--- src/rtl/ptp_bridge_avmm_pkg.sv ---
// Shared types for the AVMM read-response aggregator: response tag encoding,
// default read data and the hit-vector to tag encoder.
package ptp_bridge_avmm_pkg;

  localparam int unsigned RGN_IDX_W   = 7;
  localparam int unsigned MAX_REGIONS = 1 << RGN_IDX_W;

  localparam logic [31:0] DEFAULT_RDATA_C = 32'hDEAD_BEEF;

  typedef struct packed {
    logic                 unmapped;
    logic [RGN_IDX_W-1:0] idx;
  } tag_t;

  localparam tag_t TAG_UNMAPPED = '{unmapped: 1'b1, idx: {RGN_IDX_W{1'b0}}};

  // Scanning downward lets the lowest set bit overwrite any higher one.
  function automatic tag_t encode_tag(input logic [MAX_REGIONS-1:0] hit);
    tag_t tag;
    tag = TAG_UNMAPPED;
    for (int i = MAX_REGIONS - 1; i >= 0; i--) begin
      if (hit[i]) begin
        tag.unmapped = 1'b0;
        tag.idx      = RGN_IDX_W'(i);
      end
    end
    return tag;
  endfunction

endpackage

--- src/rtl/ptp_bridge_avmm_rsp_agg_if.sv ---
// Host read handshake plus per-region response bundle of the aggregator.
interface ptp_bridge_avmm_rsp_agg_if #(
  parameter int unsigned NUM_REGIONS = 2,
  parameter int unsigned DATA_WIDTH  = 32
);
  logic                                   avmm_read;
  logic                                   avmm_waitrequest;
  logic [NUM_REGIONS-1:0]                 rgn_hit;
  logic [NUM_REGIONS-1:0][DATA_WIDTH-1:0] rgn_readdata;
  logic [NUM_REGIONS-1:0]                 rgn_readdatavalid;
  logic [DATA_WIDTH-1:0]                  avmm_readdata;
  logic                                   avmm_readdatavalid;

  modport master (
    output avmm_read, rgn_hit, rgn_readdata, rgn_readdatavalid,
    input  avmm_waitrequest, avmm_readdata, avmm_readdatavalid
  );

  modport slave (
    input  avmm_read, rgn_hit, rgn_readdata, rgn_readdatavalid,
    output avmm_waitrequest, avmm_readdata, avmm_readdatavalid
  );
endinterface

--- src/rtl/ptp_bridge_avmm_tag_fifo.sv ---
// In-order tag queue: synchronous FIFO with registered occupancy; a pushed
// tag reaches the head output no earlier than the following cycle.
module ptp_bridge_avmm_tag_fifo
  import ptp_bridge_avmm_pkg::*;
#(
  parameter int unsigned DEPTH = 4
) (
  input  logic clk,
  input  logic rst,
  input  logic push_i,
  input  tag_t push_tag_i,
  input  logic pop_i,
  output logic full_o,
  output logic empty_o,
  output tag_t head_o
);
  localparam int unsigned PTR_W = $clog2(DEPTH);
  localparam int unsigned CNT_W = PTR_W + 1;

  tag_t             mem_q [DEPTH];
  logic [PTR_W-1:0] wr_ptr_q, wr_ptr_d, rd_ptr_q, rd_ptr_d;
  logic [CNT_W-1:0] cnt_q, cnt_d;
  logic             push_ok_s, pop_ok_s;

  assign full_o    = (cnt_q == CNT_W'(DEPTH));
  assign empty_o   = (cnt_q == CNT_W'(0));
  assign push_ok_s = push_i & ~full_o;
  assign pop_ok_s  = pop_i & ~empty_o;
  assign head_o    = mem_q[rd_ptr_q];

  // Pointer and occupancy next state; pointers wrap since DEPTH is a power of two.
  always_comb begin
    wr_ptr_d = push_ok_s ? wr_ptr_q + PTR_W'(1) : wr_ptr_q;
    rd_ptr_d = pop_ok_s  ? rd_ptr_q + PTR_W'(1) : rd_ptr_q;
    case ({push_ok_s, pop_ok_s})
      2'b10:   cnt_d = cnt_q + CNT_W'(1);
      2'b01:   cnt_d = cnt_q - CNT_W'(1);
      default: cnt_d = cnt_q;
    endcase
  end

  always_ff @(posedge clk) begin
    if (rst) begin
      wr_ptr_q <= PTR_W'(0);
      rd_ptr_q <= PTR_W'(0);
      cnt_q    <= CNT_W'(0);
    end else begin
      wr_ptr_q <= wr_ptr_d;
      rd_ptr_q <= rd_ptr_d;
      cnt_q    <= cnt_d;
    end
  end

  always_ff @(posedge clk) begin
    if (push_ok_s) begin
      mem_q[wr_ptr_q] <= push_tag_i;
    end
  end

endmodule

--- src/rtl/ptp_bridge_avmm_rsp_agg.sv ---
// Aggregates per-region read responses back to the host in request order,
// synthesising DEFAULT_RDATA for unmapped and timed-out reads.
module ptp_bridge_avmm_rsp_agg
  import ptp_bridge_avmm_pkg::*;
#(
  parameter int unsigned           NUM_REGIONS    = 2,
  parameter int unsigned           DATA_WIDTH     = 32,
  parameter int unsigned           MAX_PENDING    = 4,
  parameter int unsigned           TIMEOUT_CYCLES = 64,
  parameter logic [DATA_WIDTH-1:0] DEFAULT_RDATA  = DATA_WIDTH'(DEFAULT_RDATA_C)
) (
  input  logic                      clk,
  input  logic                      rst,
  ptp_bridge_avmm_rsp_agg_if.slave  bus,
  input  logic                      err_clr,
  output logic                      timeout_err,
  output logic                      spurious_err
);
  localparam int unsigned CNT_W = $clog2(TIMEOUT_CYCLES + 1);

  logic [MAX_REGIONS-1:0] hit_ext_s;
  tag_t                   push_tag_s, head_s;
  logic                   accept_s, full_s, empty_s;
  logic                   head_mapped_s, hit_s, spur_s, tmo_s, pop_s;
  logic [NUM_REGIONS-1:0] own_s;
  logic [DATA_WIDTH-1:0]  hit_data_s;

  logic [CNT_W-1:0]       wait_cnt_q, wait_cnt_d;
  logic [DATA_WIDTH-1:0]  rdata_q, rdata_d;
  logic                   rdv_q, rdv_d, terr_q, terr_d, serr_q, serr_d;

  always_comb begin
    hit_ext_s                  = {MAX_REGIONS{1'b0}};
    hit_ext_s[NUM_REGIONS-1:0] = bus.rgn_hit;
  end

  assign push_tag_s           = encode_tag(hit_ext_s);
  assign bus.avmm_waitrequest = full_s & ~rst;
  assign accept_s             = bus.avmm_read & ~bus.avmm_waitrequest;

  ptp_bridge_avmm_tag_fifo #(.DEPTH(MAX_PENDING)) u_tag_fifo (
    .clk        (clk),
    .rst        (rst),
    .push_i     (accept_s),
    .push_tag_i (push_tag_s),
    .pop_i      (pop_s),
    .full_o     (full_s),
    .empty_o    (empty_s),
    .head_o     (head_s)
  );

  // A strobe is owned only by the region at a mapped queue head; any other strobe is spurious.
  always_comb begin
    head_mapped_s = ~empty_s & ~head_s.unmapped;
    hit_data_s    = {DATA_WIDTH{1'b0}};
    for (int j = 0; j < NUM_REGIONS; j++) begin
      own_s[j]   = head_mapped_s & (head_s.idx == RGN_IDX_W'(j));
      hit_data_s = (bus.rgn_readdatavalid[j] & own_s[j]) ? bus.rgn_readdata[j] : hit_data_s;
    end
    hit_s  = |(bus.rgn_readdatavalid & own_s);
    spur_s = |(bus.rgn_readdatavalid & ~own_s);
    tmo_s  = head_mapped_s & ~hit_s & (wait_cnt_q == CNT_W'(TIMEOUT_CYCLES));
    pop_s  = (~empty_s & head_s.unmapped) | hit_s | tmo_s;
  end

  // Response, wait-counter and sticky-flag next state; a flag set beats err_clr.
  always_comb begin
    if (pop_s || !head_mapped_s) begin
      wait_cnt_d = CNT_W'(0);
    end else begin
      wait_cnt_d = wait_cnt_q + CNT_W'(1);
    end
    rdv_d   = pop_s;
    rdata_d = hit_s ? hit_data_s : (pop_s ? DEFAULT_RDATA : rdata_q);
    terr_d  = tmo_s  | (terr_q & ~err_clr);
    serr_d  = spur_s | (serr_q & ~err_clr);
  end

  always_ff @(posedge clk) begin
    if (rst) begin
      wait_cnt_q <= CNT_W'(0);
      rdata_q    <= {DATA_WIDTH{1'b0}};
      rdv_q      <= 1'b0;
      terr_q     <= 1'b0;
      serr_q     <= 1'b0;
    end else begin
      wait_cnt_q <= wait_cnt_d;
      rdata_q    <= rdata_d;
      rdv_q      <= rdv_d;
      terr_q     <= terr_d;
      serr_q     <= serr_d;
    end
  end

  assign bus.avmm_readdata      = rdata_q;
  assign bus.avmm_readdatavalid = rdv_q;
  assign timeout_err            = terr_q;
  assign spurious_err           = serr_q;

endmodule

--- src/flat_wrapper.sv ---
// flat-port wrapper written by rule: the top's interface ports become plain ports
module ptp_bridge_avmm_rsp_agg_flat import ptp_bridge_avmm_pkg::*;
#(
  parameter int unsigned           NUM_REGIONS    = 2,
  parameter int unsigned           DATA_WIDTH     = 32,
  parameter int unsigned           MAX_PENDING    = 4,
  parameter int unsigned           TIMEOUT_CYCLES = 64,
  parameter logic [DATA_WIDTH-1:0] DEFAULT_RDATA  = DATA_WIDTH'(DEFAULT_RDATA_C)
)
  (clk, rst, err_clr, timeout_err, spurious_err, bus_avmm_read, bus_rgn_hit, bus_rgn_readdata, bus_rgn_readdatavalid, bus_avmm_waitrequest, bus_avmm_readdata, bus_avmm_readdatavalid);
  ptp_bridge_avmm_rsp_agg_if #(.NUM_REGIONS(NUM_REGIONS), .DATA_WIDTH(DATA_WIDTH)) bus_i ();
  input  logic clk;
  input  logic rst;
  input  logic err_clr;
  output logic timeout_err;
  output logic spurious_err;
  input wire logic [$bits(bus_i.avmm_read)-1:0] bus_avmm_read;
  input wire logic [$bits(bus_i.rgn_hit)-1:0] bus_rgn_hit;
  input wire logic [$bits(bus_i.rgn_readdata)-1:0] bus_rgn_readdata;
  input wire logic [$bits(bus_i.rgn_readdatavalid)-1:0] bus_rgn_readdatavalid;
  output wire logic [$bits(bus_i.avmm_waitrequest)-1:0] bus_avmm_waitrequest;
  output wire logic [$bits(bus_i.avmm_readdata)-1:0] bus_avmm_readdata;
  output wire logic [$bits(bus_i.avmm_readdatavalid)-1:0] bus_avmm_readdatavalid;
  assign bus_i.avmm_read = bus_avmm_read;
  assign bus_i.rgn_hit = bus_rgn_hit;
  assign bus_i.rgn_readdata = bus_rgn_readdata;
  assign bus_i.rgn_readdatavalid = bus_rgn_readdatavalid;
  assign bus_avmm_waitrequest = bus_i.avmm_waitrequest;
  assign bus_avmm_readdata = bus_i.avmm_readdata;
  assign bus_avmm_readdatavalid = bus_i.avmm_readdatavalid;
  ptp_bridge_avmm_rsp_agg #(.NUM_REGIONS(NUM_REGIONS), .DATA_WIDTH(DATA_WIDTH), .MAX_PENDING(MAX_PENDING), .TIMEOUT_CYCLES(TIMEOUT_CYCLES), .DEFAULT_RDATA(DEFAULT_RDATA)) u_core (.clk(clk), .rst(rst), .bus(bus_i), .err_clr(err_clr), .timeout_err(timeout_err), .spurious_err(spurious_err));
endmodule
--- config.mk ---
export PLATFORM = sky130hd
export DESIGN_NAME = ptp_bridge_avmm_rsp_agg_flat
export DESIGN_NICKNAME = d
export VERILOG_FILES = /design/src/rtl/ptp_bridge_avmm_pkg.sv /design/src/rtl/ptp_bridge_avmm_rsp_agg_if.sv /design/src/rtl/ptp_bridge_avmm_tag_fifo.sv /design/src/rtl/ptp_bridge_avmm_rsp_agg.sv /design/src/flat_wrapper.sv
export SDC_FILE = /design/constraint.sdc
export NUM_CORES = 1
export LEC_CHECK = 0
export BUFFER_PORTS_ARGS = -buffer_cell sky130_fd_sc_hd__clkbuf_2
export CAP_MARGIN = 5
export CORE_MARGIN = 3
export CORE_UTILIZATION = 40
export CTS_CLUSTER_SIZE = 10
export DETAILED_ROUTE_END_ITERATION = 8
export PLACE_DENSITY = 0.77
export SLEW_MARGIN = 15
export SYNTH_ARGS = -nofsm -noshare
export SYNTH_HDL_FRONTEND = slang
export SYNTH_HIERARCHICAL = 1
export SYNTH_SLANG_ARGS = --single-unit
--- constraint.sdc ---
create_clock -name clk -period 4.04 [get_ports clk]
set_input_delay 0.606 -clock clk [delete_from_list [all_inputs] [get_ports clk]]
set_output_delay 0.606 -clock clk [all_outputs]
set_load 0.02 [all_outputs]
After elaboration in Yosys (flattened, before gate mapping)
Memories as Yosys holds them, arrays and structs flattened. A register that Yosys moved wholly into a read port is not among the register bits.
Index checks and enable logic that the tools add are counted.
- memories: 1
- RAM bits: 32
- flip-flop bits (word level): 49
- input bits: 72
- output and inout port bits: 36
- bitwise operators: 28
- mux-type cells: 11
- equality and inequality tests: 5
- add/sub/neg operators: 5
- reduce and logical (&&, ||, !) cells: 9
- memory list (name ; depth ; bits a word ; read ports ; clocked after memory_dff ; wr ports ; RTL line ; source):
    u_core.u_tag_fifo.mem_q ; 4 ; 8 ; 1 ; 1 ; 1 ; ptp_bridge_avmm_tag_fifo.sv:20 ; tag_t mem_q [DEPTH];
- operators with widths (operator ; number):
    2-to-1 mux 32 bit ; 4
    2-to-1 mux 8 bit ; 2
    AND 1 bit ; 14
    adder 7 x 1 -> 7 bit (second input constant) ; 1
    == test 7 x 1 -> 1 bit (second input constant) ; 1
    == test 7 bit (second input constant) ; 1
    logical NOT 7 bit ; 1
    NOT 1 bit ; 7
    one-hot mux 3 bit (2 select lines) ; 1
    OR reduction 2 bit ; 3
    adder 2 x 1 -> 2 bit (second input constant) ; 2
    AND 2 bit ; 2
    2-to-1 mux 2 bit ; 2
    OR 1 bit ; 4
    nonzero test 2 bit ; 2
    adder 3 x 1 -> 3 bit (second input constant) ; 1
    == test 3 bit (second input constant) ; 1
    logical NOT 3 bit ; 1
    subtractor 3 x 1 -> 3 bit (second input constant) ; 1
    == test 2 x 1 -> 1 bit (second input constant) ; 1
    == test 2 bit (second input constant) ; 1
    2-to-1 mux 1 bit ; 2
    NOT 2 bit ; 1
    logical NOT 1 bit ; 1
    logical OR 1 bit ; 1

Longest topological paths before layout
- depth in word-level cells: 13
- mapped depth: 16
- gate-level depth less buffers: 14

Hierarchy
Netlist, hierarchy kept.
- by module, submodules not included (module ; times used ; cells an instance ; area each (um^2) ; seq. area each (um^2)):
    ptp_bridge_avmm_rsp_agg ; 1 ; 213 ; 1970.6 ; 840.8
    ptp_bridge_avmm_tag_fifo ; 1 ; 96 ; 1635.3 ; 1141.1

Worst setup path after synthesis
Ideal clock, no wire load.
- path type: reg-to-reg
- start: register with a tool-made name
- end: register u_core.u_tag_fifo.cnt_q[2]
- data arrival time: 3.370 ns
- clock period less this slack: 3.440 ns
- buffers on the path: 3
- cell stages (with the launch flop): 17
- required time: 3.970 ns
- setup time: 0.070 ns
- path slack: 0.600 ns
- path through: dfxtp_1 buf_2 mux4_2 nor4_1 nand4_1 and2_4 clkinv_4 buf_12 buf_12 o31ai_2 inv_1 ha_1 inv_1 fa_1 xor2_1 or3_1 a21oi_1
- RTL lines (item ; RTL line ; source):
    end signal, assigned ; ptp_bridge_avmm_tag_fifo.sv:50 ; cnt_q <= cnt_d;
    end, declared ; ptp_bridge_avmm_tag_fifo.sv:22 ; logic [CNT_W-1:0] cnt_q, cnt_d;

==> qor.txt <==
Commonest non-fill, non-tap cells in the layout - 107 x clkbuf_2, 50 x dfxtp_1, 32 x edfxtp_1, 30 x inv_1, 29 x a21oi_1
Per-cell routed wire length - 14.3 µm
Final Cell Area - 4510 µm²
Setup CP Type - reg -> reg
Die area - 10200 µm²
Die height - 101 µm
Initial cell density of the core - 41.3%
Cell taking the most area after synthesis - dfxtp_1
DRT iter0 DRCs - 126
WP data arrival - 3.94 ns
Clock transition at the registers of the reported paths - 0.08 ns
Rows - 34
Vias in the first global route - 2696
Leakage - 1.91 nW
Cell area after synthesis - 3610 µm²
WP data required - 4.33 ns
Postcts setup bufs - 0
Max-cap violations - 0
Cell variety after synth - 53
Post-Layout Cell Count - 551
DRC viols - 0
Switching part of the total - 32.7%
Pins Over Slew Limit - 0
Core area - 8720 µm²
Port buffer count - 107
Synth Warn # - 6
Fill cell count - 756
Worst-case clock buffer depth - 2
Synthesis-stage register bit count - 83
CTS H-tree depth - 3
Nets - 518
Area post-placement - 4290 µm²
Crit end category - flip-flop
Setup TNS - 0 ns
CTS tree - done
Post-synth top area share - 28.3%
DRT antenna net count - 0
Commonest non-fill, non-tap cell in the layout - clkbuf_2
Hold_sp - u_core/bus.avmm_readdata[26]$_SDFFE_PP0P_
Syn Area/Cell - 11.7 µm²
Tcrit/Tclk final - 90.4%
Peak supply drop - 0.231 mV
Logic pwr share - 30.0%
Synth async-reset ratio - 0%
Post-DP HPWL - 5900 µm
Initial antenna violation count - 0
Vias per std cell - 5.04
Post-Route WL - 7870 µm
Ys flop type - dfxtp_1
Detailed-route via count - 2779
Sequential share of power - 44.7%
Fmax - 274 MHz
Layout cell share with drive strength beyond 1 - 34.3%
Hold WC Path Type - reg -> reg
Slew @ Worst Pin - 0.565 ns
CTS Sinks - 83
First-pass GRT wire length - 12500 µm
Final setup viols - 0
Total GRT Usage - 15.6%
Period minus WS final - 3.65 ns
I/O pins - 108
Power Density - 559 nW/µm²
Syn Inst Count - 309
Outcome - completed
Clock root buffer - clkbuf_8
Clock Latency Late Sink - 0.35 ns
Register area share after synthesis - 55.0%
Total power - 2.52 mW
Clock share of power - 25.2%
Grt ovf - 0
Clk_skew - 0.00623 ns
CTS Buf Count - 9
Die W - 101 µm
Gpl congestion - 0.778
Ranking of synthesized cells by area - dfxtp_1 28%, edfxtp_1 27%, mux4_2 5.0%, a21oi_1 4.0%, inv_1 3.1%
Number of synthesized flops with an enable pin - 32
Largest net degree at the start of global routing - 47
Drt pass-1 iters - 4
Startpoint types - flip-flop
Switching power - 0.827 mW
Pint - 1.70 mW
Post-Place Cells - 535
Area delta synth->final - 25.2%
RSZ-0062 raised after global routing - no
Number of antenna repair diodes - 0
Fin. Hold Viols - 0
CP max FO - 30
Max-slew headroom - 62.2%
sequential cells by signal (all words and copies together) (netlist names), named ones only:
name and cells:
u_core/bus.avmm_readdata 32, u_core/u_tag_fifo/mem_q 32, u_core/wait_cnt_q 7, u_core/u_tag_fifo/cnt_q 3, u_core/u_tag_fifo/rd_ptr_q 2, u_core/u_tag_fifo/wr_ptr_q 2
u_core/bus.avmm_readdatavalid 1, u_core/spurious_err 1, u_core/timeout_err 1
worst max-delay path: stages, from the launching register on:
cell,delay (ns)
dfxtp_2,0.49
mux4_2,0.60
nor4_1,0.34
nand4_1,0.26
and2_4,0.24
clkinv_4,0.18
o31ai_2,0.13
inv_1,0.07
ha_1,0.17
inv_1,0.07
fa_1,0.43
xor2_1,0.16
or3_1,0.30
a21oi_1,0.14
area by class of cell:
| class | instances | area, µm² | share of cell area, % |
|---|---|---|---|
| sequential | 83 | 1980 | 43.9 |
| multi-input combinational | 202 | 1490 | 32.9 |
| timing repair buffer | 111 | 566 | 12.5 |
| clock buffer | 13 | 180 | 3.99 |
| tap | 108 | 135 | 2.99 |
| inverter | 31 | 121 | 2.69 |
| clock inverter | 3 | 42.5 | 0.942 |
synthesized netlist by cell type, types with 4 or more instances:
master     n
a22oi_1    6
o221a_2    4
and2_1     4
xor2_1     5
o221a_1    7
nand2_1    5
inv_1     30
mux4_2     8
edfxtp_1  32
or3_1      4
a21oi_1   29
nand2b_1   6
o32ai_1    6
o21a_1    11
nor2_1    15
o22ai_1   13
o21ai_0    5
ha_1       7
clkbuf_1   8
dfxtp_1   51
timing repair:
item | in CTS | in global routing
endpoints found under the hold margin | 0 | 0
setup endpoints to repair | 0 | 1
hold buffers | 0 | 0
gates resized for setup | 0 | 1
power groups by stage:
stage               clock (mW)  sequential [mW]  combinational (mW)
finish                   0.637             1.13               0.759
global route             0.692             1.15               0.831
CTS                      0.659             1.13               0.762
detailed placement           0             1.15               0.760
global placement             0             1.14               0.741
floorplan                    0             1.25               0.466
stage by stage:
stage                     util [%]  hold WS [ns]  setup WS (ns)
after floorplan                  -         0.426          0.600
after detailed placement      49.2         0.452          0.221
final                         51.8         0.468          0.387
after global placement        49.2         0.442          0.402
after global routing          51.8         0.484          0.169
after CTS                     51.8         0.471          0.212
routing by layer:
metal  wire length, µm  track usage (%)  share of wire, %  up-vias
li1                  -                -                 -     1383
met1              3430             19.5                44     1296
met2              3780             25.8                48       89
met3               552             4.71               7.0       11
met4               101             5.32               1.3        0
met5                 0                0                 0        -
cell families (layout without fill, tap and decap cells):
| logic type | after synthesis | in the layout | synth area share (%) |
|---|---|---|---|
| multiplexers | 12 | 12 | 6.14 |
| adder cells (fa/ha/maj) | 8 | 8 | 2.98 |
| XOR/XNOR | 8 | 8 | 1.94 |
| other | 1 | 24 | 0.104 |
| flip-flops | 83 | 83 | 55.0 |
| AO/OA/AOI/OAI | 91 | 91 | 18.1 |
| AND/OR/NAND/NOR | 59 | 59 | 9.58 |
| buffers and inverters | 47 | 158 | 6.21 |
final timing paths:
kind                                                     to  slack [ns]  cells past startpoint
setup / recovery    u_core/u_tag_fifo/cnt_q[2]$_SDFFE_PP0P_        0.39                     13
hold / removal    u_core/bus.avmm_readdata[26]$_SDFFE_PP0P_        0.47                      1
setup reg to reg    u_core/u_tag_fifo/cnt_q[2]$_SDFFE_PP0P_        0.39                     13
hold reg to reg   u_core/bus.avmm_readdata[26]$_SDFFE_PP0P_        0.47                      1
Note: power is estimated with default switching activity, not from simulation.
